$ cat src/rtl/mem_access_pkg.sv
// rtl/mem_access_pkg.sv - shared types, status codes and sizing helper for the memory access unit
package mem_access_pkg;

    typedef enum logic [1:0] {
        ST_IDLE   = 2'd0,
        ST_SETTLE = 2'd1,
        ST_WAIT   = 2'd2,
        ST_RESP   = 2'd3
    } state_e;

    localparam logic [1:0] STAT_OK      = 2'b00;
    localparam logic [1:0] STAT_MEM_ERR = 2'b01;
    localparam logic [1:0] STAT_TIMEOUT = 2'b10;
    localparam logic [1:0] STAT_RANGE   = 2'b11;

    function automatic int cnt_width(input int limit);
        return $clog2(limit + 1);
    endfunction

endpackage

$ cat src/rtl/mem_timeout_counter.sv
// rtl/mem_timeout_counter.sv - saturating wait-cycle counter with expiry flag
module mem_timeout_counter #(
    parameter int timeout = 15,
    parameter int cw      = 4
) (
    input  logic          clk,
    input  logic          rst_n,
    input  logic          clr_i,
    input  logic          en_i,
    output logic [cw-1:0] count_o,
    output logic          expired_o
);

    localparam logic [cw-1:0] LIMIT = cw'(timeout);

    logic [cw-1:0] count_q;
    logic [cw-1:0] count_d;

    always_comb begin
        count_d = count_q;
        if (clr_i) begin
            count_d = '0;
        end else if (en_i && (count_q != LIMIT)) begin
            count_d = count_q + 1'b1;
        end
    end

    always_ff @(posedge clk) begin
        if (!rst_n) begin
            count_q <= '0;
        end else begin
            count_q <= count_d;
        end
    end

    assign count_o   = count_q;
    assign expired_o = (count_q == LIMIT);

endmodule

$ cat src/rtl/mem_access_unit.sv
// rtl/mem_access_unit.sv - single-outstanding load/store initiator with range check and timeout
module mem_access_unit
    import mem_access_pkg::*;
#(
    parameter int width      = 16,
    parameter int addr_width = 4,
    parameter int mem_depth  = 1 << addr_width,
    parameter int timeout    = 15
) (
    input  logic                  clk,
    input  logic                  rst_n,
    input  logic                  req_valid,
    output logic                  req_ready,
    input  logic                  req_we,
    input  logic [addr_width-1:0] req_addr,
    input  logic [width-1:0]      req_wdata,
    output logic [addr_width-1:0] mem_addr,
    output logic                  mem_we,
    output logic [width-1:0]      mem_wdata,
    input  logic [width-1:0]      mem_rdata,
    input  logic                  mem_ready,
    input  logic                  mem_error,
    output logic                  resp_valid,
    input  logic                  resp_ready,
    output logic [width-1:0]      resp_rdata,
    output logic [1:0]            resp_status
);

    localparam int CW = cnt_width(timeout);
    // Leaving on the last counted cycle puts resp_valid exactly timeout cycles after the first WAIT sample.
    localparam logic [CW-1:0] LAST_WAIT = CW'(timeout - 1);

    state_e                  state_q, state_d;
    logic [addr_width-1:0]   addr_q, addr_d;
    logic [width-1:0]        wdata_q, wdata_d;
    logic                    we_q, we_d;
    logic [width-1:0]        rdata_q, rdata_d;
    logic [1:0]              status_q, status_d;
    logic [CW-1:0]           cnt;
    logic                    cnt_expired;
    logic                    in_range;
    logic [31:0]             addr_ext;

    assign addr_ext = 32'(req_addr);
    assign in_range = addr_ext < 32'(mem_depth);

    mem_timeout_counter #(
        .timeout (timeout),
        .cw      (CW)
    ) u_timeout (
        .clk       (clk),
        .rst_n     (rst_n),
        .clr_i     (state_q == ST_SETTLE),
        .en_i      ((state_q == ST_WAIT) && !mem_ready),
        .count_o   (cnt),
        .expired_o (cnt_expired)
    );

    always_comb begin
        state_d  = state_q;
        addr_d   = addr_q;
        wdata_d  = wdata_q;
        we_d     = we_q;
        rdata_d  = rdata_q;
        status_d = status_q;
        case (state_q)
            ST_IDLE: begin
                if (req_valid) begin
                    if (!in_range) begin
                        we_d     = 1'b0;
                        rdata_d  = '0;
                        status_d = STAT_RANGE;
                        state_d  = ST_RESP;
                    end else begin
                        addr_d  = req_addr;
                        wdata_d = req_wdata;
                        we_d    = req_we;
                        state_d = ST_SETTLE;
                    end
                end
            end
            ST_SETTLE: state_d = ST_WAIT;
            ST_WAIT: begin
                if (mem_ready) begin
                    status_d = mem_error ? STAT_MEM_ERR : STAT_OK;
                    rdata_d  = (!we_q && !mem_error) ? mem_rdata : '0;
                    state_d  = ST_RESP;
                end else if ((cnt == LAST_WAIT) || cnt_expired) begin
                    status_d = STAT_TIMEOUT;
                    rdata_d  = '0;
                    state_d  = ST_RESP;
                end
            end
            ST_RESP: begin
                if (resp_ready) begin
                    state_d = ST_IDLE;
                end
            end
            default: state_d = ST_IDLE;
        endcase
    end

    always_ff @(posedge clk) begin
        if (!rst_n) begin
            state_q  <= ST_IDLE;
            addr_q   <= '0;
            wdata_q  <= '0;
            we_q     <= 1'b0;
            rdata_q  <= '0;
            status_q <= STAT_OK;
        end else begin
            state_q  <= state_d;
            addr_q   <= addr_d;
            wdata_q  <= wdata_d;
            we_q     <= we_d;
            rdata_q  <= rdata_d;
            status_q <= status_d;
        end
    end

    assign req_ready   = (state_q == ST_IDLE);
    assign resp_valid  = (state_q == ST_RESP);
    assign mem_we      = we_q && ((state_q == ST_SETTLE) || (state_q == ST_WAIT));
    assign mem_addr    = addr_q;
    assign mem_wdata   = wdata_q;
    assign resp_rdata  = rdata_q;
    assign resp_status = status_q;

endmodule

$ cat config.mk
export PLATFORM = sky130hd
export DESIGN_NAME = mem_access_unit
export DESIGN_NICKNAME = d
export VERILOG_FILES = /design/src/rtl/mem_access_pkg.sv /design/src/rtl/mem_timeout_counter.sv /design/src/rtl/mem_access_unit.sv
export SDC_FILE = /design/constraint.sdc
export NUM_CORES = 1
export LEC_CHECK = 0
export CELL_PAD_IN_SITES_DETAIL_PLACEMENT = 2
export CELL_PAD_IN_SITES_GLOBAL_PLACEMENT = 2
export CORE_UTILIZATION = 21
export DETAILED_ROUTE_END_ITERATION = 12
export PLACE_DENSITY_LB_ADDON = 0.1
export SLEW_MARGIN = 5
export SYNTH_ARGS = -nofsm -noshare
export SYNTH_HDL_FRONTEND = slang
export SYNTH_SLANG_ARGS = --single-unit
$ cat constraint.sdc
create_clock -name clk -period 1.5 [get_ports clk]
set_input_delay 0.15 -clock clk [delete_from_list [all_inputs] [get_ports clk]]
set_output_delay 0.15 -clock clk [all_outputs]
set_load 0.02 [all_outputs]
### After elaboration in Yosys (flattened, before gate mapping)

Cells that the tools add are included.

| storage, ports and cells | value |
|---|---|
| input bits | 43 |
| bits in registers | 45 |

| operators by class | value |
|---|---|
| equality and inequality tests | 10 |
| bitwise gates (word level) | 1 |
| $lt $le $gt $ge | 1 |
| reduce and logical (&&, ||, !) cells | 16 |
| add/sub/neg operators | 1 |
| multiplexer cells | 19 |

Operator list:

| operator | count |
|---|---|
| $mux W16 | 5 |
| $pmux W16 S2 | 1 |
| $mux W2 | 9 |
| $eq A4 B4 Y1 const B | 2 |
| $pmux W2 S4 | 1 |
| $reduce_and A3 Y1 | 2 |
| $lt A4 B5 Y1 const B | 1 |
| $add A4 B1 Y4 const B | 1 |
| $eq A2 B2 Y1 const B | 2 |
| $logic_and A1 B1 Y1 | 4 |
| $ne A2 B2 Y1 const B | 2 |
| $ne A4 B4 Y1 const B | 1 |
| $pmux W2 S2 | 1 |
| $reduce_and A4 Y1 | 1 |
| $logic_not A1 Y1 | 3 |
| $ne A3 B2 Y1 const B | 1 |
| $eq A2 B1 Y1 const B | 1 |
| $logic_not A2 Y1 | 1 |
| $logic_or A1 B1 Y1 | 2 |
| $mux W1 | 2 |
| $ne A2 B1 Y1 const B | 1 |
| $reduce_and A2 Y1 | 1 |
| $reduce_bool A2 Y1 | 1 |
| $reduce_or A2 Y1 | 1 |
| $not A1 Y1 | 1 |

### Longest topological paths before layout

| logic depth | value |
|---|---|
| word-level depth | 5 |
| depth in mapped cells | 7 |
| mapped depth without buffers | 5 |

### Modules after synthesis

From an unflattened synthesis, not the netlist that was laid out.

| second synthesis, totals | value |
|---|---|
| cell total of the unflattened synthesis | 223 |
| area total of the unflattened synthesis | 1964.4 um^2 |

By module, submodules not included:

| module | area an instance (um^2) | cells an instance | instances | sequential area each (um^2) |
|---|---|---|---|---|
| mem_access_unit | 1766.7 | 201 | 1 | 820.8 |
| mem_timeout_counter | 197.7 | 22 | 1 | 80.1 |

### Worst setup path after synthesis

OpenSTA, ideal clock, no wires.

| path | value |
|---|---|
| path type | flip-flop to flip-flop |
| start point | reg state_q[0] |
| end point | reg rdata_q[10] (netlist: resp_rdata[10]) |
| period minus slack after synthesis | 1.612 ns |
| cell stages (with the launch flop) | 8 |
| data arrival time | 1.494 ns |
| path buffers | 2 |
| path slack | -0.112 ns |
| library setup time | 0.118 ns |
| cells stage by stage | dfxtp_1 inv_1 ha_1 nor2b_1 a221o_1 buf_6 buf_12 mux2i_1 |

| between the ends | value |
|---|---|
| cells in the longest elaborated chain, start to end | 3 |
| elaborated cells on any way between the ends | 8 |

RTL lines:

| item | line | text |
|---|---|---|
| from (decl) | mem_access_unit.sv:33 | `state_e state_q, state_d;` |
| from (signal assigned) | mem_access_unit.sv:112 | `state_q <= state_d;` |
| $eq A2 B2 Y1 or $logic_not A2 Y1 (tied branches) | mem_access_unit.sv:66 | `case (state_q)` |
| $ne A3 B2 Y1 (no line) (tied with other cells) | -- |  |
| $reduce_and A4 Y1 (no line) | -- |  |
| to (signal assigned) | mem_access_unit.sv:116 | `rdata_q <= rdata_d;` |
| to (decl) | mem_access_unit.sv:37 | `logic [width-1:0] rdata_q, rdata_d;` |

Several ways; a longest one is shown, not always the timed one.
A chain may end at the register's enable or synchronous reset.

### Final worst setup path

| path | value |
|---|---|
| start point | reg state_q[1] |
| end point | reg rdata_q[5] (netlist: resp_rdata[5]) |

Same word-level chain as after synthesis.

==> run_results.csv <==
group,metric,value,unit
worst_setup_path,cp.required,1.69,ns
worst_setup_path,crit_path_end_kind,"flop",
drt,viasPerCell,4.409,
cells_and_area,final_cell_mix,"79 x clkdlybuf4s50_1, 67 x nand2_1, 41 x dfxtp_1",
cells_and_area,drive_gt1_frac,0.1531,
drt,first_iter_violations,20,
clock_network,clkLatencyLatePin,0.29,ns
pwr,p_per_area,1258,nW/um^2
sta,rsz0062_at_grt,"true",
placement,place_congestion,0.6893,
pwr,ir_drop,0.4078,mV
drt,wl_per_cell,14.55,um
synth,yosysWarnings,0,
drt,antenna_left,0,
global_route,busiest_layer,"met2",
synth,synth_top_area_frac,0.4598,
sta,fmax,637.2,MHz
worst_setup_path,critPathKind,"reg2reg",
global_route,grt_util_met2,0.2308,
sta,hold_viol_final,0,
clock_network,cts_buffers,5,
synth,synth_nets,272,
synth,syn_inst,222,
status,outcome,"finished, violations left",
global_route,antenna_found_initial,0,
sta,min_period_over_period,1.046,
cells_and_area,fin_nets,369,
die,io_pins,84,
global_route,met1_usage,0.1496,
synth,syn_area,1959,um^2
cells_and_area,diodes,0,
cells_and_area,layout_commonest_cell,"clkdlybuf4s50_1",
die,die_area,9721,um^2
drt,drt_pass1_iterations,4,
die,start_util,0.2204,
synth,ys_ff_latch,45,
clock_network,htree_levels,2,
clock_network,clock_path_buffers,2,
global_route,grt_start_max_net_pins,44,
global_route,use_met3,0.03404,
worst_setup_path,cp_max_fo,9,
worst_setup_path,critPathLaunchType,"flop",
die,die_h,98.60,um
drt,drt_wl_total,6226,um
synth,synth.area.top_cells,"dfxtp_1 46%, nand2_1 13%, mux2i_1 10%",
cells_and_area,area_growth,66.41,%
sta,fin_crit,1.569,ns
placement,post_dp_cell_area,3030,um^2
status,violations,"negative setup slack",
die,rows,34,
clock_network,cts-root-buf,"clkbuf_8",
sta,maxSlewViolCount,0,
clock_network,cts.sinks,45,
clock_network,cts_tree,"yes",
global_route,overflow,0,
die,core_area,8891,um^2
synth,avgSynthCellArea,8.826,um^2
global_route,grt_usage,0.1262,
cells_and_area,postLayoutCellArea,3261,um^2
placement,numPortBuffers,83,
drt,num_vias,1887,
flow_run,drv_cap,0,
synth,yosysTopAreaCell,"dfxtp_1",
sta,worstMarginPinSlew,0.2999,ns
placement,hpwl,4413,um
pwr,p_leak,1.302,nW
sta,maxSlewHeadroom,0.7975,
sta,fin_ws,-0.06939,ns
drt,post-route-drc-count,0,
synth,ys_seq_area_frac,0.4598,
worst_setup_path,r2r_setup_slack,-0.07,ns
die,die_width,98.60,um
global_route,grt_pass1_vias,2061,
sta,fin_skew,0.005222,ns
clock_network,clk_pin_slew_worst_paths,0.09,ns
synth,synth.distinct_cells,26,
sta,finalSetupTns,-0.9435,ns
cells_and_area,fill_cells,1001,
global_route,grt_pass1_wl,9791,um
sta,setup_viol,19,
worst_hold_path,hold_path.class,"in2reg",
worst_setup_path,critPathArrivalTime,1.76,ns
[final cells by class]
class,count,area [um^2],area share
Clock buffer,6,82.58,0.02533
Clock inverter,2,13.76,0.004221
Inverter,7,28.78,0.008826
Multi-Input combinational cell,155,1008,0.3093
Sequential cell,45,910.9,0.2794
Tap cell,108,135.1,0.04144
Timing Repair Buffer,105,1081,0.3315
[state kept, by name (all words and copies together), names as in the netlist]
signal,cells
we_q,1
mem_addr,4
u_timeout.count_o,4
mem_wdata,16
resp_status,2
state_q,2
resp_rdata,16
[worst max-delay path: stages, from the launching register on]
cell       delay [ns]
dfxtp_2          0.33
buf_6            0.12
ha_4             0.15
nor2b_4          0.12
a221o_2          0.42
clkbuf_16        0.21
mux2i_1          0.12
[cells by family after synthesis]
logic type	count (synthesis)	synth area share
DFF	45	0.4598
muxes	20	0.1022
adders and majority gates	7	0.04470
buffers and inverters	22	0.05555
and+or+nand+nor	94	0.2075
AOI/OAI and AO/OA	34	0.1303
[timing repair]
| item | in CTS | in global routing |
|---|---|---|
| pin swaps | 1 | 0 |
| hold buffers | 0 | 0 |
| setup endpoints to repair | 22 | 26 |
| resized for setup | 10 | 15 |
| buffers inserted | 2 | 3 |
| gates cloned | 0 | 2 |
[stage by stage]
stage,util,hold slack (ns),power (mW),setup WS (ns),std cells
floorplan,-,0.2949,2.368,0.008036,222
global placement,0.3408,0.4440,3.169,-0.06395,413
detailed placement,0.3408,0.4589,3.202,-0.1211,413
CTS,0.3548,0.1951,4.084,-0.07785,423
global route,0.3667,0.2146,4.378,-0.1282,428
finish,0.3667,0.2134,4.103,-0.06939,428
[synthesized netlist by cell type]
library cell,number
nand2_1,67
dfxtp_1,45
a21boi_0,21
mux2i_1,20
nand3_1,17
clkbuf_1,11
ha_1,7
inv_1,6
o21ai_0,3
a21oi_1,2
and2_1,2
buf_2,2
nand2b_1,2
nor2b_1,2
o311ai_0,2
o41ai_1,2
or3_1,2
a21bo_2,1
a221o_1,1
a222oi_1,1
and3_2,1
and4bb_1,1
buf_12,1
buf_6,1
clkinv_1,1
o211ai_1,1
[routing by layer]
metal  wire length (um)  share of wire  vias to the layer above
met3                302          0.049                        2
met1               2758           0.44                      906
met5                  0              0                        -
li1                   -              -                      933
met2               3139           0.50                       46
met4                 26         0.0042                        0
[path summary, 6_finish.rpt]
check / from / endpoint / cells past startpoint
max: state_q[1] / resp_rdata[5] / 6
min: rst_n / state_q[1] / 3
max reg2reg: state_q[1] / resp_rdata[5] / 6
min reg2reg: resp_rdata[2] / resp_rdata[2] / 2
[where the power goes]
part / switching [mW] / total, mW / internal, mW / leakage (nW)
clock network: 0.440 / 0.815 / 0.375 / 0.0512
registers: 0.0866 / 1.44 / 1.35 / 0.368
logic: 0.903 / 1.85 / 0.944 / 0.883
total: 1.43 / 4.10 / 2.67 / 1.30
(Power assumes the default switching activity.)
